$ cat config.mk
export PLATFORM = sky130hd
export DESIGN_NAME = spi_master_ctrl_flat
export DESIGN_NICKNAME = d
export VERILOG_FILES = /design/src/rtl/spi_master_ctrl_pkg.sv /design/src/rtl/Spi.sv /design/src/rtl/spi_bit_counter.sv /design/src/rtl/spi_master_ctrl.sv /design/src/flat_wrapper.sv
export SDC_FILE = /design/constraint.sdc
export NUM_CORES = 1
export LEC_CHECK = 0
export CAP_MARGIN = 25
export CORE_MARGIN = 10
export CORE_UTILIZATION = 35
export CTS_CLUSTER_DIAMETER = 200
export DETAILED_ROUTE_END_ITERATION = 6
export SETUP_SLACK_MARGIN = 0.05
export SLEW_MARGIN = 20
export SYNTH_ARGS = -nofsm -noshare
export SYNTH_HDL_FRONTEND = slang
export SYNTH_SLANG_ARGS = --single-unit
$ cat constraint.sdc
create_clock -name i_clock -period 7.65 [get_ports i_clock]
set_input_delay 1.53 -clock i_clock [delete_from_list [all_inputs] [get_ports i_clock]]
set_output_delay 1.53 -clock i_clock [all_outputs]
set_load 0.1 [all_outputs]
$ cat src/rtl/spi_master_ctrl_pkg.sv
// Shared definitions for the SPI master transaction sequencer: state encoding,
// start-bit polarities and the processor register width.
package spi_master_ctrl_pkg;

  localparam int REGISTER_SIZE = 32;

  typedef enum logic [5:0] {
    ST_IDLE      = 6'b000001,
    ST_START     = 6'b000010,
    ST_SHIFT_OUT = 6'b000100,
    ST_WAIT_RESP = 6'b001000,
    ST_SHIFT_IN  = 6'b010000,
    ST_DONE      = 6'b100000
  } spi_ctrl_state_t;

  localparam logic SPI_MOSI_START = 1'b1;
  localparam logic SPI_MISO_IDLE  = 1'b0;
  localparam logic SPI_MISO_START = 1'b1;

endpackage

$ cat src/rtl/Spi.sv
// Shared SPI bus: one sclk, one nss line per slave, mosi and miso.
interface Spi #(
  parameter int NUM_SLAVES = 3
);
  logic                  sclk;
  logic [NUM_SLAVES-1:0] nss;
  logic                  mosi;
  logic                  miso;

  modport master (output sclk, output nss, output mosi, input miso);
  modport slave  (input sclk, input nss, input mosi, output miso);
endinterface

$ cat src/rtl/spi_bit_counter.sv
// Bit counter with synchronous clear and terminal-count compare; one instance
// is shared by the outbound and inbound shift phases.
module spi_bit_counter #(
  parameter int WIDTH = 7
) (
  input  logic             i_clock,
  input  logic             i_reset,
  input  logic             clear,
  input  logic             enable,
  input  logic [WIDTH-1:0] terminal,
  output logic             at_terminal
);

  logic [WIDTH-1:0] count;

  always_ff @(posedge i_clock) begin
    if (!i_reset || clear) begin
      count <= '0;
    end else if (enable) begin
      count <= count + WIDTH'(1);
    end
  end

  assign at_terminal = (count == terminal);

endmodule

$ cat src/rtl/spi_master_ctrl.sv
// SPI master transaction sequencer: start bit, packet out, wait for the slave
// start bit, response in. Optional wait timeout via `SPI_CTRL_TIMEOUT_EN.
module spi_master_ctrl
  import spi_master_ctrl_pkg::*;
#(
  parameter int NUM_SLAVES     = 3,
  parameter int MAX_TX_WIDTH   = 72,
  parameter int RX_WIDTH       = REGISTER_SIZE,
  parameter int TIMEOUT_CYCLES = 255
) (
  input  logic                              i_clock,
  input  logic                              i_reset,
  input  logic                              i_req,
  output logic                              o_ready,
  input  logic [$clog2(NUM_SLAVES)-1:0]     i_slave,
  input  logic [$clog2(MAX_TX_WIDTH+1)-1:0] i_tx_len,
  input  logic [MAX_TX_WIDTH-1:0]           i_tx_data,
  output logic                              o_done,
  output logic [RX_WIDTH-1:0]               o_rx_data,
  output logic                              o_error,
  Spi.master                                spi
);

  localparam int LEN_W = $clog2(MAX_TX_WIDTH + 1);
  localparam int CNT_W = $clog2((MAX_TX_WIDTH > RX_WIDTH) ? MAX_TX_WIDTH : RX_WIDTH);

  spi_ctrl_state_t         state;
  logic [LEN_W-1:0]        len_q;
  logic [LEN_W-1:0]        len_in;
  logic [MAX_TX_WIDTH-1:0] tx_shift;
  logic [RX_WIDTH-2:0]     rx_shift;
  logic [NUM_SLAVES-1:0]   nss_q;
  logic [NUM_SLAVES-1:0]   nss_sel;
  logic                    mosi_q;
  logic                    slave_ok;
  logic                    cnt_clr;
  logic                    cnt_en;
  logic                    cnt_done;
  logic [CNT_W-1:0]        cnt_term;
  logic                    wait_expired;

  always_comb begin
    len_in = i_tx_len;
    if (i_tx_len == '0 || i_tx_len > LEN_W'(MAX_TX_WIDTH)) begin
      len_in = LEN_W'(MAX_TX_WIDTH);
    end
  end

  assign slave_ok = (int'(i_slave) < NUM_SLAVES);
  assign nss_sel  = ~(NUM_SLAVES'(1) << i_slave);

  assign cnt_en   = (state == ST_SHIFT_OUT) || (state == ST_SHIFT_IN);
  assign cnt_clr  = (state == ST_IDLE) || ((state == ST_SHIFT_OUT) && cnt_done);
  assign cnt_term = (state == ST_SHIFT_OUT) ? CNT_W'(len_q - LEN_W'(1))
                                            : CNT_W'(RX_WIDTH - 1);

  spi_bit_counter #(
    .WIDTH (CNT_W)
  ) u_bit_counter (
    .i_clock     (i_clock),
    .i_reset     (i_reset),
    .clear       (cnt_clr),
    .enable      (cnt_en),
    .terminal    (cnt_term),
    .at_terminal (cnt_done)
  );

`ifdef SPI_CTRL_TIMEOUT_EN
  localparam int WAIT_W = $clog2(TIMEOUT_CYCLES + 1);

  logic [WAIT_W-1:0] wait_cnt;
  logic              waiting;

  // Counts consecutive cycles spent waiting on a handshake; any state change clears it.
  assign waiting = ((state == ST_START)     && (spi.miso != SPI_MISO_IDLE)) ||
                   ((state == ST_WAIT_RESP) && (spi.miso != SPI_MISO_START));
  assign wait_expired = (wait_cnt == WAIT_W'(TIMEOUT_CYCLES - 1));

  always_ff @(posedge i_clock) begin
    if (!i_reset) begin
      wait_cnt <= '0;
    end else if (waiting && !wait_expired) begin
      wait_cnt <= wait_cnt + WAIT_W'(1);
    end else begin
      wait_cnt <= '0;
    end
  end
`else
  assign wait_expired = (TIMEOUT_CYCLES < 0);
`endif

  always_ff @(posedge i_clock) begin
    if (!i_reset) begin
      state     <= ST_IDLE;
      o_ready   <= 1'b1;
      o_done    <= 1'b0;
      o_error   <= 1'b0;
      o_rx_data <= '0;
      nss_q     <= '1;
      mosi_q    <= 1'b0;
      len_q     <= '0;
      tx_shift  <= '0;
      rx_shift  <= '0;
    end else begin
      o_done <= 1'b0;
      unique case (state)
        ST_IDLE: begin
          if (i_req) begin
            len_q    <= len_in;
            tx_shift <= i_tx_data;
            o_ready  <= 1'b0;
            if (slave_ok) begin
              state  <= ST_START;
              nss_q  <= nss_sel;
              mosi_q <= SPI_MOSI_START;
            end else begin
              state   <= ST_DONE;
              o_done  <= 1'b1;
              o_error <= 1'b1;
            end
          end
        end
        ST_START: begin
          if (spi.miso == SPI_MISO_IDLE) begin
            state    <= ST_SHIFT_OUT;
            mosi_q   <= tx_shift[0];
            tx_shift <= tx_shift >> 1;
          end else if (wait_expired) begin
            state   <= ST_DONE;
            nss_q   <= '1;
            mosi_q  <= 1'b0;
            o_done  <= 1'b1;
            o_error <= 1'b1;
          end
        end
        ST_SHIFT_OUT: begin
          if (cnt_done) begin
            state  <= ST_WAIT_RESP;
            mosi_q <= 1'b0;
          end else begin
            mosi_q   <= tx_shift[0];
            tx_shift <= tx_shift >> 1;
          end
        end
        ST_WAIT_RESP: begin
          if (spi.miso == SPI_MISO_START) begin
            state <= ST_SHIFT_IN;
          end else if (wait_expired) begin
            state   <= ST_DONE;
            nss_q   <= '1;
            o_done  <= 1'b1;
            o_error <= 1'b1;
          end
        end
        ST_SHIFT_IN: begin
          // LSB arrives first, so new bits enter at the top and drift down.
          rx_shift <= {spi.miso, rx_shift[RX_WIDTH-2:1]};
          if (cnt_done) begin
            state     <= ST_DONE;
            nss_q     <= '1;
            o_done    <= 1'b1;
            o_rx_data <= {spi.miso, rx_shift};
          end
        end
        ST_DONE: begin
          state   <= ST_IDLE;
          o_ready <= 1'b1;
          o_error <= 1'b0;
        end
        default: begin
          state   <= ST_IDLE;
          o_ready <= 1'b1;
          o_error <= 1'b0;
          nss_q   <= '1;
          mosi_q  <= 1'b0;
        end
      endcase
    end
  end

  assign spi.sclk = i_clock;
  assign spi.nss  = nss_q;
  assign spi.mosi = mosi_q;

endmodule

$ cat src/flat_wrapper.sv
// flat-port wrapper written by rule: the top's interface ports become plain ports
module spi_master_ctrl_flat import spi_master_ctrl_pkg::*;
#(
  parameter int NUM_SLAVES     = 3,
  parameter int MAX_TX_WIDTH   = 72,
  parameter int RX_WIDTH       = REGISTER_SIZE,
  parameter int TIMEOUT_CYCLES = 255
)
  (i_clock, i_reset, i_req, o_ready, i_slave, i_tx_len, i_tx_data, o_done, o_rx_data, o_error, spi_sclk, spi_nss, spi_mosi, spi_miso);
  Spi #(.NUM_SLAVES(NUM_SLAVES)) spi_i ();
  input  logic i_clock;
  input  logic i_reset;
  input  logic i_req;
  output logic o_ready;
  input  logic [$clog2(NUM_SLAVES)-1:0] i_slave;
  input  logic [$clog2(MAX_TX_WIDTH+1)-1:0] i_tx_len;
  input  logic [MAX_TX_WIDTH-1:0] i_tx_data;
  output logic o_done;
  output logic [RX_WIDTH-1:0] o_rx_data;
  output logic o_error;
  output wire logic [$bits(spi_i.sclk)-1:0] spi_sclk;
  output wire logic [$bits(spi_i.nss)-1:0] spi_nss;
  output wire logic [$bits(spi_i.mosi)-1:0] spi_mosi;
  input wire logic [$bits(spi_i.miso)-1:0] spi_miso;
  assign spi_sclk = spi_i.sclk;
  assign spi_nss = spi_i.nss;
  assign spi_mosi = spi_i.mosi;
  assign spi_i.miso = spi_miso;
  spi_master_ctrl #(.NUM_SLAVES(NUM_SLAVES), .MAX_TX_WIDTH(MAX_TX_WIDTH), .RX_WIDTH(RX_WIDTH), .TIMEOUT_CYCLES(TIMEOUT_CYCLES)) u_core (.i_clock(i_clock), .i_reset(i_reset), .i_req(i_req), .o_ready(o_ready), .i_slave(i_slave), .i_tx_len(i_tx_len), .i_tx_data(i_tx_data), .o_done(o_done), .o_rx_data(o_rx_data), .o_error(o_error), .spi(spi_i));
endmodule
After elaboration in Yosys (flattened, before gate mapping) --
Index checks and enable logic that the tools add are counted.
Word-level totals: flip-flop bits (word level) 162, bits of input ports 85, output and inout bits 40
Operators by class: $add $sub $neg 2, order comparisons 2, equal/unequal tests 15, shift-type cells 1, mux-type cells 31, bitwise logic cells 4, reductions and logical operators 19
Operators with widths (count):
- 2-to-1 mux 72 bit | 3
- one-hot mux 72 bit (3 select lines) | 1
- 2-to-1 mux 6 bit | 6
- one-hot mux 6 bit (5 select lines) | 1
- 2-to-1 mux 7 bit | 2
- AND reduction 4 bit | 3
- 2-to-1 mux 1 bit | 10
- != test 2 bit, second input constant | 5
- 2-to-1 mux 3 bit | 3
- one-hot mux 3 bit (3 select lines) | 1
- OR reduction 4 bit | 2
- adder 7 x 1 -> 7 bit, second input constant | 1
- == test 7 bit | 1
- > comparator 7 bit, second input constant | 1
- logical NOT 7 bit | 1
- subtractor 7 x 1 -> 7 bit, second input constant | 1
- == test 6 x 1 -> 1 bit, second input constant | 1
- == test 6 x 2 -> 1 bit, second input constant | 1
- == test 6 x 3 -> 1 bit, second input constant | 1
- == test 6 x 4 -> 1 bit, second input constant | 1
- == test 6 x 5 -> 1 bit, second input constant | 1
- == test 6 bit, second input constant | 1
- != test 2 x 1 -> 1 bit, second input constant | 3
- one-hot mux 1 bit (2 select lines) | 3
- other kinds (13) | 20

Depth between registers and ports, before layout --
word-level depth 6, mapped depth 12, depth with buffers taken out 9

Modules after synthesis --
From an unflattened synthesis, not the netlist that was laid out.
Unflattened totals: cells, all modules 772, area total of the unflattened synthesis 7143.1 um^2
By module, submodules not included:
- spi_master_ctrl | times used 1, cells each 731, area each 6772.7 um^2, sequential area each 3103.0 um^2
- spi_bit_counter | times used 1, cells each 41, area each 370.4 um^2, sequential area each 140.1 um^2

==> flow_metrics.env <==
export IMPL_critPathRequiredTime_ns=6.12
export IMPL_max_slew_margin_pct=28.6
export IMPL_grt_pass1_vias=5680
export IMPL_combPwrFrac_pct=13.9
export IMPL_synthDistinctLibCells=58
export IMPL_hold_buffers=0
export IMPL_synth_edf_count=0
export IMPL_hpwl_mm=11.3
export IMPL_ys_warn_count=0
export IMPL_drv_cap=0
export IMPL_power_density_mw_per_mm2=256
export IMPL_switchingPower_mw=0.594
export IMPL_hold_viol_final=0
export IMPL_fin_tns_setup_ns=0
export IMPL_cp_max_fo=2
export IMPL_die_y_um=162
export IMPL_hold_path_class="reg2reg"
export IMPL_syn_inst=737
export IMPL_fin_ws_ns=1.09
export IMPL_power_share_clock_pct=44.8
export IMPL_vdd_drop_max_uv=327
export IMPL_synth_most_common_cell="dfxtp_1"
export IMPL_clock_skew_ns=0.0131
export IMPL_syn_avg_cell_area_um2=9.52
export IMPL_drc_errors=0
export IMPL_core_area_mm2=0.0196
export IMPL_p_sw_share_pct=25.8
export IMPL_worstSkewPairLatency_ns=0.54
export IMPL_clk_pin_slew_ns=0.06
export IMPL_layout_nets=908
export IMPL_fp_row_count=51
export IMPL_antenna_found_initial=1
export IMPL_initial_core_util_pct=35.8
export IMPL_synth_async_sr_flop_share_pct=0
export IMPL_outcome="finished clean"
export IMPL_avgViaCountPerCell=5.32
export IMPL_drt_pre_antenna_iters=6
export IMPL_cts_tree="done"
export IMPL_grt_first_pass_wirelength_mm=30.0
export IMPL_setup_viol=0
export IMPL_antennaDiodeCount=0
export IMPL_routed_wl_mm=18.4
export IMPL_overflow=0
export IMPL_grt_max_degree=88
export IMPL_synth_seq_area_share_pct=46.2
export IMPL_io_pin_count=125
export IMPL_drt_iter0_markers=344
export IMPL_p_seq_share_pct=41.3
export IMPL_worstMarginPinSlew_ns=1.07
export IMPL_grt_util_met2_pct=19.9
export IMPL_synth_area_mm2=0.00701
export IMPL_synth_common_cells="162 x dfxtp_1, 111 x nand2_1, 71 x o221ai_1, 43 x a21oi_1, 43 x clkbuf_1"
export IMPL_post_cts_buffers=0
export IMPL_drive_above_1_share_pct=10.7
export IMPL_top_usage_layer="met2"
export IMPL_met1_usage_pct=18.9
export IMPL_num_vias=5849
export IMPL_worstSetupEndpointType="primary output"
export IMPL_p_int_mw=1.71
export IMPL_yosys_area_top_type="dfxtp_1"
export IMPL_use_met3_pct=5.21
export IMPL_portBuffers=124
export IMPL_grt_use_total_pct=14.0
export IMPL_ys_ff_latch=162
export IMPL_final_max_slew_viol_count=0
export IMPL_cellLeakagePower_nw=3.04
export IMPL_post_drt_wl_per_cell_um=16.8
export IMPL_die_width_um=162
export IMPL_rsz0062_at_grt="false"
export IMPL_dieArea_mm2=0.0261
export IMPL_cp_start_kind="clock port"
export IMPL_synth_top_cell_area_share_pct=46.2
export IMPL_criticalPathCategory="clk2out"
export IMPL_area_growth_pct=28.0
export IMPL_cts_resized_gates=0
export IMPL_syn_num_nets=824
export IMPL_worstPathArrival_ns=5.03
export IMPL_gp_congestion=0.814
export IMPL_place_ws_ns=1.36
export IMPL_ys_flop_type="dfxtp_1"
export IMPL_ant_nets=0
export IMPL_synth_area_leaders="dfxtp_1 46%, o221ai_1 8.9%, a2bb2oi_2 6.4%, nand2_1 5.9%, a2bb2oi_1 5.2%"
## worst paths after layout
path	start	to	slack, ns	cells past startpoint
hold / removal	u_core.rx_shift[0]	u_core.rx_shift[0]	0.46	2
setup reg to reg	u_core.state[3]	u_core.tx_shift[71]	4.43	8
hold reg to reg	u_core.rx_shift[0]	u_core.rx_shift[0]	0.46	2
setup / recovery	i_clock	spi_sclk	1.09	3
## final cells by class
class | count | area (µm²)
timing repair buffer | 132 | 1320
sequential | 162 | 3240
multi-input combinational | 499 | 3350
inverter | 5 | 18.8
clock buffer | 24 | 532
tap | 265 | 332
fill | 1899 | 10600
clock inverter | 12 | 181
## layer usage
metal  up-vias  part of all wire [%]
li1       2932                     -
met1      2758                    50
met2       146                    43
met3        11                   6.1
met4         2                  0.93
met5         -                 0.071
## cells in the final DEF, fill, tap and decap left out, types with 3 or more instances in the layout
cell,n
dfxtp_1,162
clkdlybuf4s50_1,123
nand2_1,110
o221ai_1,71
a21oi_1,43
a2bb2oi_1,42
nand3_1,41
o21ai_0,39
a2bb2oi_2,30
nor2_1,24
clkbuf_16,20
buf_4,9
nor3_1,8
xor2_1,7
xnor2_1,6
nand3b_1,5
o21a_1,5
nand2b_1,5
inv_1,4
nor3b_1,4
mux2i_1,4
bufinv_16,4
clkinvlp_4,4
or2_2,3
or3_1,3
nor4_1,3
nand4_1,3
## power groups by stage
stage / Clock (mW) / Combinational [mW] / Sequential [mW]
floorplan: 0.0493 / 0.228 / 0.977
CTS: 1.06 / 0.321 / 0.950
global route: 1.09 / 0.345 / 0.959
finish: 1.03 / 0.319 / 0.951
global placement: 0.0513 / 0.318 / 0.967
detailed placement: 0.0513 / 0.320 / 0.968
## cells by family after synthesis
logic type	after synthesis	share of synthesized area [%]
AO/OA/AOI/OAI	258	30.5
AND/OR/NAND/NOR	222	14.7
flip-flops	162	46.2
buffers and inverters	76	6.05
XOR/XNOR	13	1.62
multiplexers	4	0.571
adder cells (fa/ha/maj)	2	0.357
## critical path: stages
cell,delay (ns)
clkbuf_16,0.12
clkbuf_16,0.13
clkdlybuf4s50_1,0.96
## sequential cells by signal, summed over array words and instances (netlist names)
name / count
u_core.rx_shift: 31
u_core.o_ready: 1
u_core.o_done: 1
u_core.len_q: 7
u_core.o_rx_data: 32
u_core.spi.mosi: 1
u_core.tx_shift: 72
u_core.u_bit_counter.count: 7
u_core.o_error: 1
u_core.state: 6
u_core.spi.nss: 3
## through the flow
stage / instance area [µm²] / std cells / util (%) / hold WS, ns / power, mW
final: 8970 / 1099 / 45.8 / 0.458 / 2.30
after global routing: 8970 / 1099 / 45.8 / 0.483 / 2.40
after CTS: 8950 / 1098 / 45.7 / 0.462 / 2.33
after detailed placement: 8240 / 1063 / 42.1 / 0.445 / 1.34
after global placement: 8240 / 1063 / 42.1 / 0.445 / 1.34
after floorplan: 7010 / 737 / - / 0.435 / 1.25
No activity file was read; power rests on OpenSTA's default activity.
